### config.mk
export PLATFORM = sky130hd
export DESIGN_NAME = sync_fifo_rd_stream
export DESIGN_NICKNAME = d
export VERILOG_FILES = /design/src/rtl/sync_fifo_pkg.sv /design/src/rtl/sync_fifo_obuf.sv /design/src/rtl/sync_fifo_rd_stream.sv
export SDC_FILE = /design/constraint.sdc
export NUM_CORES = 1
export LEC_CHECK = 0
export BUFFER_PORTS_ARGS = -buffer_cell sky130_fd_sc_hd__buf_4
export CAP_MARGIN = 25
export CORE_ASPECT_RATIO = 0.8
export CORE_MARGIN = 10
export CORE_UTILIZATION = 40
export CTS_BUF_LIST = sky130_fd_sc_hd__clkbuf_16
export CTS_CLUSTER_DIAMETER = 30
export DETAILED_ROUTE_END_ITERATION = 7
export GPL_ROUTABILITY_DRIVEN = 0
export PLACE_DENSITY = 0.71
export SKIP_CTS_REPAIR_TIMING = 1
export SLEW_MARGIN = 10
export SYNTH_ARGS = -nofsm -noshare
export SYNTH_HDL_FRONTEND = slang
export SYNTH_SLANG_ARGS = --single-unit
### constraint.sdc
create_clock -name clk -period 4.8 [get_ports clk]
set_clock_uncertainty 0.1 [all_clocks]
set_input_delay 0.48 -clock clk [delete_from_list [all_inputs] [get_ports clk]]
set_output_delay 0.48 -clock clk [all_outputs]
set_load 0.02 [all_outputs]
### src/rtl/sync_fifo_pkg.sv
// Shared constants for the synchronous FIFO and its read-side stream adapter.
//   OBUF_DEPTH : number of entries in the read-side output buffer
//   OBUF_CNT_W : width of the output-buffer occupancy count (holds 0..OBUF_DEPTH)
package sync_fifo_pkg;

    localparam int unsigned OBUF_DEPTH = 2;
    localparam int unsigned OBUF_CNT_W = $clog2(OBUF_DEPTH + 1);

endpackage

### src/rtl/sync_fifo_obuf.sv
// Two-entry output buffer for the FIFO read-side adapter.
// Ports:
//   clk, rst_n : clock, asynchronous active-low reset
//   push       : write push_data into the tail entry
//   push_data  : word to store
//   pop        : retire the head entry
//   head       : current head word (registered storage, no input feedthrough)
//   cnt        : number of entries held, 0..OBUF_DEPTH
module sync_fifo_obuf
    import sync_fifo_pkg::*;
#(
    parameter int unsigned WIDTH = 8
) (
    input  logic                  clk,
    input  logic                  rst_n,
    input  logic                  push,
    input  logic [WIDTH-1:0]      push_data,
    input  logic                  pop,
    output logic [WIDTH-1:0]      head,
    output logic [OBUF_CNT_W-1:0] cnt
);

    logic [WIDTH-1:0] mem [OBUF_DEPTH];
    logic             wptr;
    logic             rptr;

    always_ff @(posedge clk or negedge rst_n) begin
        if (!rst_n) begin
            for (int unsigned i = 0; i < OBUF_DEPTH; i++) begin
                mem[i] <= '0;
            end
            wptr <= 1'b0;
            rptr <= 1'b0;
            cnt  <= '0;
        end else begin
            if (push) begin
                mem[wptr] <= push_data;
                wptr      <= ~wptr;
            end
            if (pop) begin
                rptr <= ~rptr;
            end
            // Simultaneous push and pop leaves the count unchanged.
            unique case ({push, pop})
                2'b10:   cnt <= cnt + OBUF_CNT_W'(1);
                2'b01:   cnt <= cnt - OBUF_CNT_W'(1);
                default: cnt <= cnt;
            endcase
        end
    end

    assign head = mem[rptr];

endmodule

### src/rtl/sync_fifo_rd_stream.sv
// Read-side adapter for the synchronous FIFO: converts the one-cycle-latency
// rd/dout interface into a registered valid/ready stream with a 2-entry
// prefetch buffer (first-word-fall-through, full throughput).
// Ports:
//   clk, rst_n : clock, asynchronous active-low reset
//   fifo_empty : FIFO empty flag
//   fifo_dout  : FIFO read data, valid the cycle after fifo_rd
//   fifo_rd    : FIFO read strobe (combinational, depends on m_ready)
//   m_valid    : output word valid (from registers)
//   m_data     : output word (from registers)
//   m_ready    : consumer accepts when m_valid && m_ready
//   buf_cnt    : words held in the output buffer, 0..2
module sync_fifo_rd_stream
    import sync_fifo_pkg::*;
#(
    parameter int unsigned WIDTH = 8
) (
    input  logic                  clk,
    input  logic                  rst_n,
    input  logic                  fifo_empty,
    input  logic [WIDTH-1:0]      fifo_dout,
    output logic                  fifo_rd,
    output logic                  m_valid,
    output logic [WIDTH-1:0]      m_data,
    input  logic                  m_ready,
    output logic [OBUF_CNT_W-1:0] buf_cnt
);

    logic       inflight;
    logic       pop;
    logic [2:0] committed;

    assign m_valid = (buf_cnt != '0);
    assign pop     = m_valid && m_ready;

    // Slots already promised (held + returning - leaving this cycle); a new
    // read is issued only if its data is guaranteed a free slot on return.
    always_comb begin
        committed = 3'(buf_cnt) + 3'(inflight) - 3'(pop);
        fifo_rd   = !fifo_empty && (committed < 3'(OBUF_DEPTH));
    end

    always_ff @(posedge clk or negedge rst_n) begin
        if (!rst_n) begin
            inflight <= 1'b0;
        end else begin
            inflight <= fifo_rd;
        end
    end

    sync_fifo_obuf #(
        .WIDTH(WIDTH)
    ) u_obuf (
        .clk       (clk),
        .rst_n     (rst_n),
        .push      (inflight),
        .push_data (fifo_dout),
        .pop       (pop),
        .head      (m_data),
        .cnt       (buf_cnt)
    );

endmodule

; After elaboration in Yosys (flattened, before gate mapping)
; Index checks and enable logic that the tools add are counted.
; W data, S select, Z words.
[classes]
eq_ne = 2
n_bitwise = 4
magnitude_cmp = 4
n_addsub = 4
mux = 7
reduce_logical = 6
[op_table]
columns = cell, count
row1 = $mux W8, 4
row2 = $bwmux W16, 1
row3 = $demux W8 S1, 1
row4 = $ge A2 B2 Y1 const B, 2
row5 = $not A1 Y2, 2
row6 = $pmux W2 S2, 1
row7 = $reduce_bool A2 Y1, 2
row8 = $add A2 B1 Y3, 1
row9 = $logic_and A1 B1 Y1, 3
row10 = $lt A3 B2 Y1 const B, 1
row11 = $sub A3 B1 Y3, 1
row12 = $add A2 B1 Y2 const B, 1
row13 = $eq A2 B1 Y1 const B, 1
row14 = $eq A2 B2 Y1 const B, 1
row15 = $lt A2 B1 Y1 const B, 1
row16 = $not A1 Y1, 2
row17 = $sub A2 B1 Y2 const B, 1
row18 = $logic_not A1 Y1, 1
[word_totals]
in_bits = 12
output_inout_bits = 12
register_bits = 21

; Logic depth before layout (Yosys ltp)
; Gate-level depths: netlist of the first run.
[depth]
depth_word = 6
mapped_depth = 5
ltp_nobuf = 5

; By module
; Synthesis of the first run repeated with hierarchy kept, for this count alone.
[unflattened]
hier_cells = 64
hier_area_um2 = 959.7
[modules_own_cells]
columns = mod, n_inst, cells_per_inst, area_each_um2
row1 = sync_fifo_obuf, 1, 55, 857.1
row2 = sync_fifo_rd_stream, 1, 9, 102.6

; Worst setup path after synthesis of the first run
; Ideal clock, no wire load.
[synth_path]
path_kind = register -> output
from = register u_obuf.cnt[1]
to = output port fifo_rd
t_arrival_ns = 2.027
slack_ns = 2.193
path_buffers = 0
t_required_ns = 4.220
stages_incl_launch_ff = 6
path_cell_list = dfrtp_1 and3b_1 o21ai_0 fa_1 xor2_1 nor3b_1
[synth_via]
elab_chain_len = 5
[synth_rtl]
columns = element, line
row1 = "start, declared", sync_fifo_obuf.sv:20  ; output logic [OBUF_CNT_W-1:0] cnt
row2 = "start signal, assigned", sync_fifo_obuf.sv:45  ; 2'b10: cnt <= cnt + OBUF_CNT_W'(1);
row3 = "start signal, assigned", sync_fifo_obuf.sv:46  ; 2'b01: cnt <= cnt - OBUF_CNT_W'(1);
row4 = "start signal, assigned", sync_fifo_obuf.sv:47  ; default: cnt <= cnt;
row5 = branches (longest 2 deep; another with $add A2 B1 Y3), n/a
row6 = $sub A3 B1 Y3 *, sync_fifo_rd_stream.sv:39  ; committed = 3'(buf_cnt) + 3'(inflight) - 3'(pop);
row7 = $lt A3 B2 Y1 *, sync_fifo_rd_stream.sv:40  ; fifo_rd = !fifo_empty && (committed < 3'(OBUF_DEPTH));
row8 = $logic_and A1 B1 Y1 *, sync_fifo_rd_stream.sv:40
row9 = "end, declared", sync_fifo_rd_stream.sv:22  ; output logic fifo_rd,
; Every way passes the cells marked *.

; Worst setup path in the final report of the first run
; Same ends and word-level chain as after synthesis.

==> results.md, run 1 <==
* Mapped cell area at between 1000 and 1500 µm²
* Initial antenna violation count at 0
* Worst Path Required at around 4.2 ns
* GR peak layer: met2
* Switching share of power at between 30% and 40%
* Dpl cells at 124
* Met1 Use GR at 8.13%
* Row cnt at 16
* WL/cell at 14.6 µm
* Reg power frac at between 30 and 40%
* IO buf count at 23
* Family with the most delay on the worst path: simple AND/OR/NAND/NOR gates
* Crit start category: flip-flop
* Initial Util at 41.4%
* TritonCTS clock tree: yes
* Status: completed
* Hold Fails Final Rpt at 0
* Reg2reg setup slack at roughly 2.9 ns
* Worst path cell trace: and3b_1 -> o21ai_0 -> fa_1 -> xor2_1 -> nor3b_1 -> buf_4
* Setup TNS at 0 ns
* Yosys top cell by area: dfrtp_1
* Fin. max-slew vios at 0
* Pwr per Cell Area at approximately 800 nW/µm²
* Final net count at approximately 110
* Initial DRC Count at 22
* Avg Cell Area, Syn at 14.8 µm²
* Met2 usage at between 10% and 20%
* CP peak stage delay at around 0.49 ns
* Final period utilization at between 50 and 60%
* Largest net degree at the start of global routing at 22
* Layout cells sized above 1 at approximately 59%
* Vias per inst at between 4 and 5
* Non-filler instance count after layout at between 100 and 150
* CTS sink count at 21
* Clock power share at roughly 17%
* CP endpoint kind: output port
* Fillers at ~210
* Drt pass-1 iters at 4
* H-tree levels at 1
* Worst-margin pin slew at 0.416 ns
* First-pass GRT wire length at between 2000 and 3000 µm
* Antenna viol nets, final at 0
* Cells after Synth at 68
* FMAX at 370 MHz
* Hpwl dp at about 1300 µm
* Combinational share of power at approximately half
* Syn. warnings at 0
* Die Ht at 64.8 µm
* Number of max-cap violations at 0
* # IOs at 24
* Clock Path Buffers at 2
* Met3 Track Usage GR at under 10%
* NetSw at 0.000353 W
* CP max stage cell: dfrtp_1
* Die area at just under 5000 µm²
* Most common cell after layout, fill and taps aside: buf_4
* Num CTS Buffers at 3
* VDD IR-drop max at between 0.0003 and 0.0004 V
* Hold Path Class: input pin to asynchronous set/reset pin
* Pint at roughly 0.00066 W
* Buffers plus inverters on the worst setup path at 1
* Vias at 585
* Crit path kind: flip-flop to output port
* Chip Width at between 70 and 80 µm
* Total Wirelength at between 1500 and 2000 µm
* Latest clock arrival within the worst-skew pair at 0.25 ns
* Worst-path fanout max at 8
* # DRC at 0
* Most frequent cells in the layout: buf_4, dfrtp_1, mux2_2
* Syn Nets at 81
* Root Buffer: clkbuf_16
* #FFs+latches synth at 21
* Synth area leaders: dfrtp_1, mux2_2, mux2_4
* Total grt overflow at 0
* Clock transition at path regs at ~0.05 ns
* Fin crit period at approximately 2.7 ns
* WP data arrival at around 2.1 ns
* Synth cell types at 22
* Slew HR at between 70 and 80%
* Seq/Total Area, Yosys at between 50% and 60%
* Vias in the first global route at 627
* RSZ-0062 raised after global routing: no
* Top-area cell type share of the netlist area at a little over half
* Synth-to-layout area growth at 26.9%
* Core box area at around 2400 µm²
* ANT cells at 0
* Total track usage at 7.54%
* Static leakage at around 0.59 nW
* Final setup vio count at 0
metrics by stage:
stage | worst slack [ns] | power [W] | utilization, % | instance area, µm² | hold WS, ns
after floorplan | 2.19 | 0.000696 | - | 1000 | 0.0844
after global placement | 2.35 | 0.000836 | 49.3 | 1190 | 0.275
after detailed placement | 2.30 | 0.000851 | 49.3 | 1190 | 0.276
after CTS | 2.07 | 0.00103 | 52.6 | 1270 | 0.00660
after global routing | 1.92 | 0.00108 | 52.6 | 1270 | 0.0154
final | 2.09 | 0.00102 | 52.6 | 1270 | 0.00126
state kept, by name (all words and copies together) (netlist names):
signal	flops
u_obuf.mem	16
inflight	1
u_obuf.cnt	2
u_obuf.rptr	1
u_obuf.wptr	1
per-layer routing:
layer / vias to the layer above / part of all wire (%)
met2: 12 / 48
met4: 0 / 1.7
li1: 282 / -
met1: 287 / 45
met5: - / 0
met3: 4 / 5.4
power by group through the flow:
stage | combinational, W | clock [W] | sequential (W)
after floorplan | 0.000374 | 0 | 0.000322
after global placement | 0.000492 | 0 | 0.000344
after detailed placement | 0.000502 | 0 | 0.000349
after CTS | 0.000506 | 0.000177 | 0.000349
after global routing | 0.000531 | 0.000184 | 0.000362
final | 0.000497 | 0.000171 | 0.000348
cell families (layout without fill, tap and decap cells):
group | after synthesis | after routing | synth area share, %
AO/OA/AOI/OAI | 3 | 3 | 1.50
XOR/XNOR | 4 | 4 | 3.49
adder cells (fa/ha/maj) | 1 | 1 | 2.00
buffers and inverters | 4 | 28 | 3.12
flip-flops | 21 | 21 | 52.4
multiplexers | 24 | 24 | 29.9
AND/OR/NAND/NOR | 11 | 11 | 7.61
final cells by class:
type | instances | area [µm²] | area share (%)
Clock inverter | 1 | 5.00 | 0.393
Clock buffer | 3 | 75.1 | 5.89
Timing Repair Buffer | 23 | 173 | 13.6
Sequential cell | 21 | 526 | 41.3
Multi-Input combinational cell | 43 | 447 | 35.1
Inverter | 1 | 3.75 | 0.295
Tap cell | 36 | 45.0 | 3.54
cells in the mapped netlist:
cell       n
nor2_1     1
xnor2_1    2
buf_2      1
a21oi_1    2
mux2_4     8
fa_1       1
nand2_1    1
o21ai_0    1
and4_1     1
nor3b_1    1
xor2_1     2
dfrtp_1   21
mux2_2    16
and3b_1    1
nand2_2    1
nor3_1     1
buf_6      2
nor2b_4    1
inv_1      1
nand2b_1   1
or2_2      1
nor2b_1    1
final timing paths:
path,from,to,cells past startpoint
worst max-delay path,u_obuf.cnt[1],fifo_rd,6
worst min-delay path,rst_n,u_obuf.mem[15],1
worst max register to register,u_obuf.cnt[1],inflight,5
worst min register to register,u_obuf.mem[2],u_obuf.mem[2],1
max in group asynchronous,rst_n,u_obuf.mem[12],1
min in group clk,fifo_empty,inflight,2
No activity file was read; power rests on OpenSTA's default activity.
==> run 2, diff against run 1 <==
Settings changed: PLACE_DENSITY 0.71 to 0.74.
Clock period 4.8 ns to 2.35 ns, I/O delays scaled along.
==> results.md, run 2 (synthesis results as in run 1) <==
* FF-to-FF End: inflight
* Die area at ~4900 µm²
* Hpwl dp at between 1000 and 1500 µm
* Worst Hold Path EP: inflight
* Fin. max-slew vios at 0
* Total grt overflow at 0
* Status: completed
* Largest registers: u_obuf.mem x16, u_obuf.cnt x2
* Clock transition at path regs at ~0.050 ns
* First-pass GRT wire length at about 3200 µm
* Die Ht at 64.8 µm
* Crit path kind: flip-flop to output port
* Num CTS Buffers at 3
* FMAX at 450 MHz
* Chip Width at 76 µm
* Worst path cell trace: and3b_2 -> o21ai_1 -> fa_2 -> nor3b_2 -> buf_4
* Worst-path fanout max at 5
* Row cnt at 16
* Hold depth at 2
* IO buf count at 23
* Antenna viol nets, final at 0
* Core box area at approximately 2400 µm²
* Worst Min Path Start: fifo_empty
* Final period utilization at a little over nine tenths
* Family with the most delay on the worst path: adder cells
* # DRC at 0
* Pwr per Cell Area at 1620 nW/µm²
* Total track usage at under 10%
* Layout cells sized above 1 at 63.5%
* CTS sink count at 21
* Tot Pwr at roughly 0.0021 W
* Clock Path Buffers at 2
* Synth-to-layout area growth at 31.2%
* Drt pass-1 iters at 3
* # IOs at 24
* Vias at 607
* Non-filler instance count after layout at about 130
* CP max stage cell: fa_2
* Hold Fails Final Rpt at 0
* ANT cells at 0
* Worst-margin pin slew at between 0.4 and 0.5 ns
* Reg2reg path depth at 4
* CP endpoint kind: output port
* CP peak stage delay at approximately 0.53 ns
* Worst Path Required at just over 2 ns
* R2r startpoint: u_obuf.cnt[1]
* Reg2reg setup slack at around 0.67 ns
* H-tree levels at 1
* Latest clock arrival within the worst-skew pair at about 0.25 ns
* Largest net degree at the start of global routing at 22
* Final net count at 110
* Crit start category: flip-flop
* Initial antenna violation count at 0
* Slew HR at 73.2%
* Max reg flops at 16
* Static leakage at slightly above 0.6 nW
* Hold Path Class: input pin to flip-flop
* WL/cell at 15.3 µm
* Fin crit period at ~2.2 ns
* Most common cell after layout, fill and taps aside: buf_4
* Dpl cells at ~120
* Total Wirelength at between 2000 and 2500 µm
* Initial Util at around two fifths
* TritonCTS clock tree: yes
* WP data arrival at around 1.9 ns
* Vias per inst at between 4 and 5
* Most frequent cells in the layout: buf_4, dfrtp_1, mux2_2
* Number of max-cap violations at 0
* VDD IR-drop max at 0.000603 V
* Root Buffer: clkbuf_16
* Vias in the first global route at 703
* Top reg by flops: u_obuf.mem
* Final setup vio count at 0
* Buffers plus inverters on the worst setup path at 1
* Setup TNS at 0 ns
* Initial DRC Count at 16
-- run 2: final cells by class --
class | count | area [µm²]
clock inverters | 1 | 5.00
multi-input cells | 43 | 455
clock buffers | 3 | 75.1
fillers | 197 | 1110
well taps | 36 | 45.0
inverters | 1 | 3.75
flip-flops and latches | 21 | 527
repair buffers | 27 | 205
-- run 2: how the worst max path moves through the flow --
stage / depth (start not counted) / to / start
after floorplan: 5 / fifo_rd / u_obuf.cnt[1]
after global placement: 6 / fifo_rd / u_obuf.cnt[1]
after detailed placement: 6 / fifo_rd / u_obuf.cnt[1]
after CTS: 6 / fifo_rd / u_obuf.cnt[1]
after global routing: 5 / fifo_rd / u_obuf.cnt[0]
final: 5 / fifo_rd / u_obuf.cnt[0]
-- run 2: report_power, final --
| group | switching, W | total [W] | internal (W) |
|---|---|---|---|
| Clock | 0.000125 | 0.000353 | 0.000228 |
| Combinational | 0.000465 | 0.00107 | 0.000610 |
| Sequential | 0.000152 | 0.000703 | 0.000551 |
-- run 2: routing by layer --
metal	vias to the layer above	global-route usage (%)	wire, µm
li1	290	-	-
met1	301	9.05	901
met2	14	14.4	1030
met3	2	1.52	58
met4	0	5.66	30
met5	-	0	0
-- run 2: per-stage QoR --
step / utilization [%] / setup slack, ns / area, µm² / hold slack (ns)
global placement: 49.5 / 0.303 / 1200 / 0.0275
global route: 54.3 / -0.00110 / 1320 / 0.0461
floorplan: - / 0.194 / 1010 / -0.161
finish: 54.3 / 0.126 / 1320 / 0.0398
detailed placement: 49.5 / 0.232 / 1200 / 0.0284
CTS: 52.8 / -0.0394 / 1280 / -0.244
==> run 3, diff against run 2 <==
Settings changed: SYNTH_HIERARCHICAL set to 1.
==> results.md, run 3 <==
* TritonCTS clock tree: yes
* Total track usage at roughly 8.2%
* Core box area at about 2200 µm²
* #FFs+latches synth at 21
* Row cnt at 15
* Worst-path fanout max at 2
* Yosys top cell by area: dfrtp_1
* # DRC at 0
* Drt pass-1 iters at 2
* Most frequent cells in the layout: buf_4, mux2_2, dfrtp_1
* Post-route cell area at 1330 µm²
* Placed Area at ~1200 µm²
* Ys async rst share at between 90% and 100%
* Final period utilization at 114%
* Static leakage at approximately 0.60 nW
* Largest net degree at the start of global routing at 22
* Setup ws final at -0.321 ns
* Top-count cell post-synth: mux2_2
* Die Ht at about 64 µm
* Total Wirelength at ~1900 µm
* Final core occ at 59.8%
* Fin. max-slew vios at 0
* Largest registers: u_obuf/mem x16, u_obuf/cnt x2
* Syn Nets at just under 80
* Synth cell types at 16
* Failing checks: setup timing
* Crit path kind: flip-flop to output port
* Final setup vio count at 1
* Mapped cell area at approximately 960 µm²
* Vias per inst at 4.95
* WP data arrival at between 2 and 2.5 ns
* RSZ-0062 raised after global routing: yes
* Seq/Total Area, Yosys at between 50% and 60%
* Worst path cell trace: or2_4 -> and2_4 -> ha_4 -> or2b_1 -> fa_2 -> xor2_2 -> nor3b_4 -> buf_6
* Clock Path Buffers at 2
* Initial antenna violation count at 0
* Syn. warnings at 6
* CTS sink count at 21
* Final net count at about 110
* Synth area leaders: dfrtp_1, mux2_2, xor2_1
* Top reg by flops: u_obuf/mem
* CP peak stage delay at around 0.40 ns
* Cells after Synth at 64
* Family with the most delay on the worst path: simple AND/OR/NAND/NOR gates
* Chip Width at 74.8 µm
* Status: finished, violations left
* Initial Util at a little over two fifths
* Worst-margin pin slew at just over 0.4 ns
* Initial DRC Count at 19
* Crit start category: flip-flop
* Slew HR at roughly 73%
* Pwr per Cell Area at between 1500 and 2000 nW/µm²
* Avg Cell Area, Syn at roughly 15 µm²
* Total grt overflow at 0
* Hold Path Class: input pin to flip-flop
* Hold Fails Final Rpt at 0
* CP max stage cell: dfrtp_2
* Vias at roughly 600
* Number of max-cap violations at 0
* WL/cell at about 16 µm
* First-pass GRT wire length at roughly 3000 µm
* IO buf count at 23
* Top-area cell type share of the netlist area at about 55%
* Most instantiated cells after synthesis: mux2_2, dfrtp_1, xor2_1
* Die area at roughly 4800 µm²
* Most common cell after layout, fill and taps aside: buf_4
* Layout cells sized above 1 at 68.8%
* CP endpoint kind: output port
* Worst Path Required at about 2.0 ns
* # IOs at 24
* ANT cells at 0
* Top FF cell, synth: dfrtp_1
* VDD IR-drop max at around 0.00074 V
* Synth-to-layout area growth at 38.1%
* Antenna viol nets, final at 0
* Vias in the first global route at 657
* Buffers plus inverters on the worst setup path at 1
* Latest clock arrival within the worst-skew pair at around 0.25 ns
* Clock transition at path regs at ~0.050 ns
* Max reg flops at 16
* Number of synthesized flops with an enable pin at 0
* H-tree levels at 1
* Fin crit period at around 2.7 ns
* FMAX at 374 MHz
* Num CTS Buffers at 3
* Root Buffer: clkbuf_16
## run 3: power breakdown
part | leakage, nW | internal [W] | total, W | switching [W]
logic | 0.310 | 0.000603 | 0.00109 | 0.000483
registers | 0.247 | 0.000549 | 0.000671 | 0.000122
clock network | 0.0423 | 0.000226 | 0.000345 | 0.000118
## run 3: worst paths after layout
check | startpoint | to | slack (ns) | cells after the start
setup reg to reg | u_obuf/cnt[1] | inflight | 0.12 | 8
min in group asynchronous | rst_n | u_obuf/cnt[0] | 0.32 | 2
hold / removal | fifo_dout[1] | u_obuf/mem[1] | 0.12 | 2
max in group asynchronous | rst_n | u_obuf/cnt[1] | 1.61 | 2
hold reg to reg | u_obuf/mem[4] | u_obuf/mem[4] | 0.40 | 1
setup / recovery | u_obuf/cnt[1] | fifo_rd | -0.32 | 8
## run 3: cell type report
cell class | count | area (µm²)
clock buffer | 3 | 75.1
clock inverter | 1 | 3.75
fill | 175 | 890
inverter | 2 | 7.51
multi-input combinational | 40 | 455
sequential | 21 | 528
tap | 25 | 31.3
timing repair buffer | 29 | 224
## run 3: logic make-up after synthesis
group | share of synthesized area (%)
muxes | 28.2
DFF | 54.8
and+or+nand+nor | 5.61
xor gates and xnor gates | 5.48
buffers and inverters | 1.30
adders and majority gates | 4.69
## run 3: metal layers
layer  wire (µm)  up-vias  track usage [%]  part of all wire (%)
li1            -      284                -                     -
met1         783      303             8.75                    41
met4          27        0             4.25                   1.4
met3          92        2             3.09                   4.8
met5           0        -                0                     0
met2        1010       10             13.6                    53
## run 3: metrics by stage
stage                     hold slack (ns)  setup WS, ns  instances  setup TNS (ns)  power [W]
after floorplan                    -0.161        -0.261         64          -0.437    0.00133
after global routing                0.116        -0.412        121          -0.412    0.00224
final                               0.124        -0.321        121          -0.321    0.00210
after detailed placement           0.0365        -0.110        116          -0.110    0.00173
after CTS                          -0.231        -0.381        120          -0.381    0.00209
after global placement             0.0328       -0.0695        116         -0.0695    0.00169
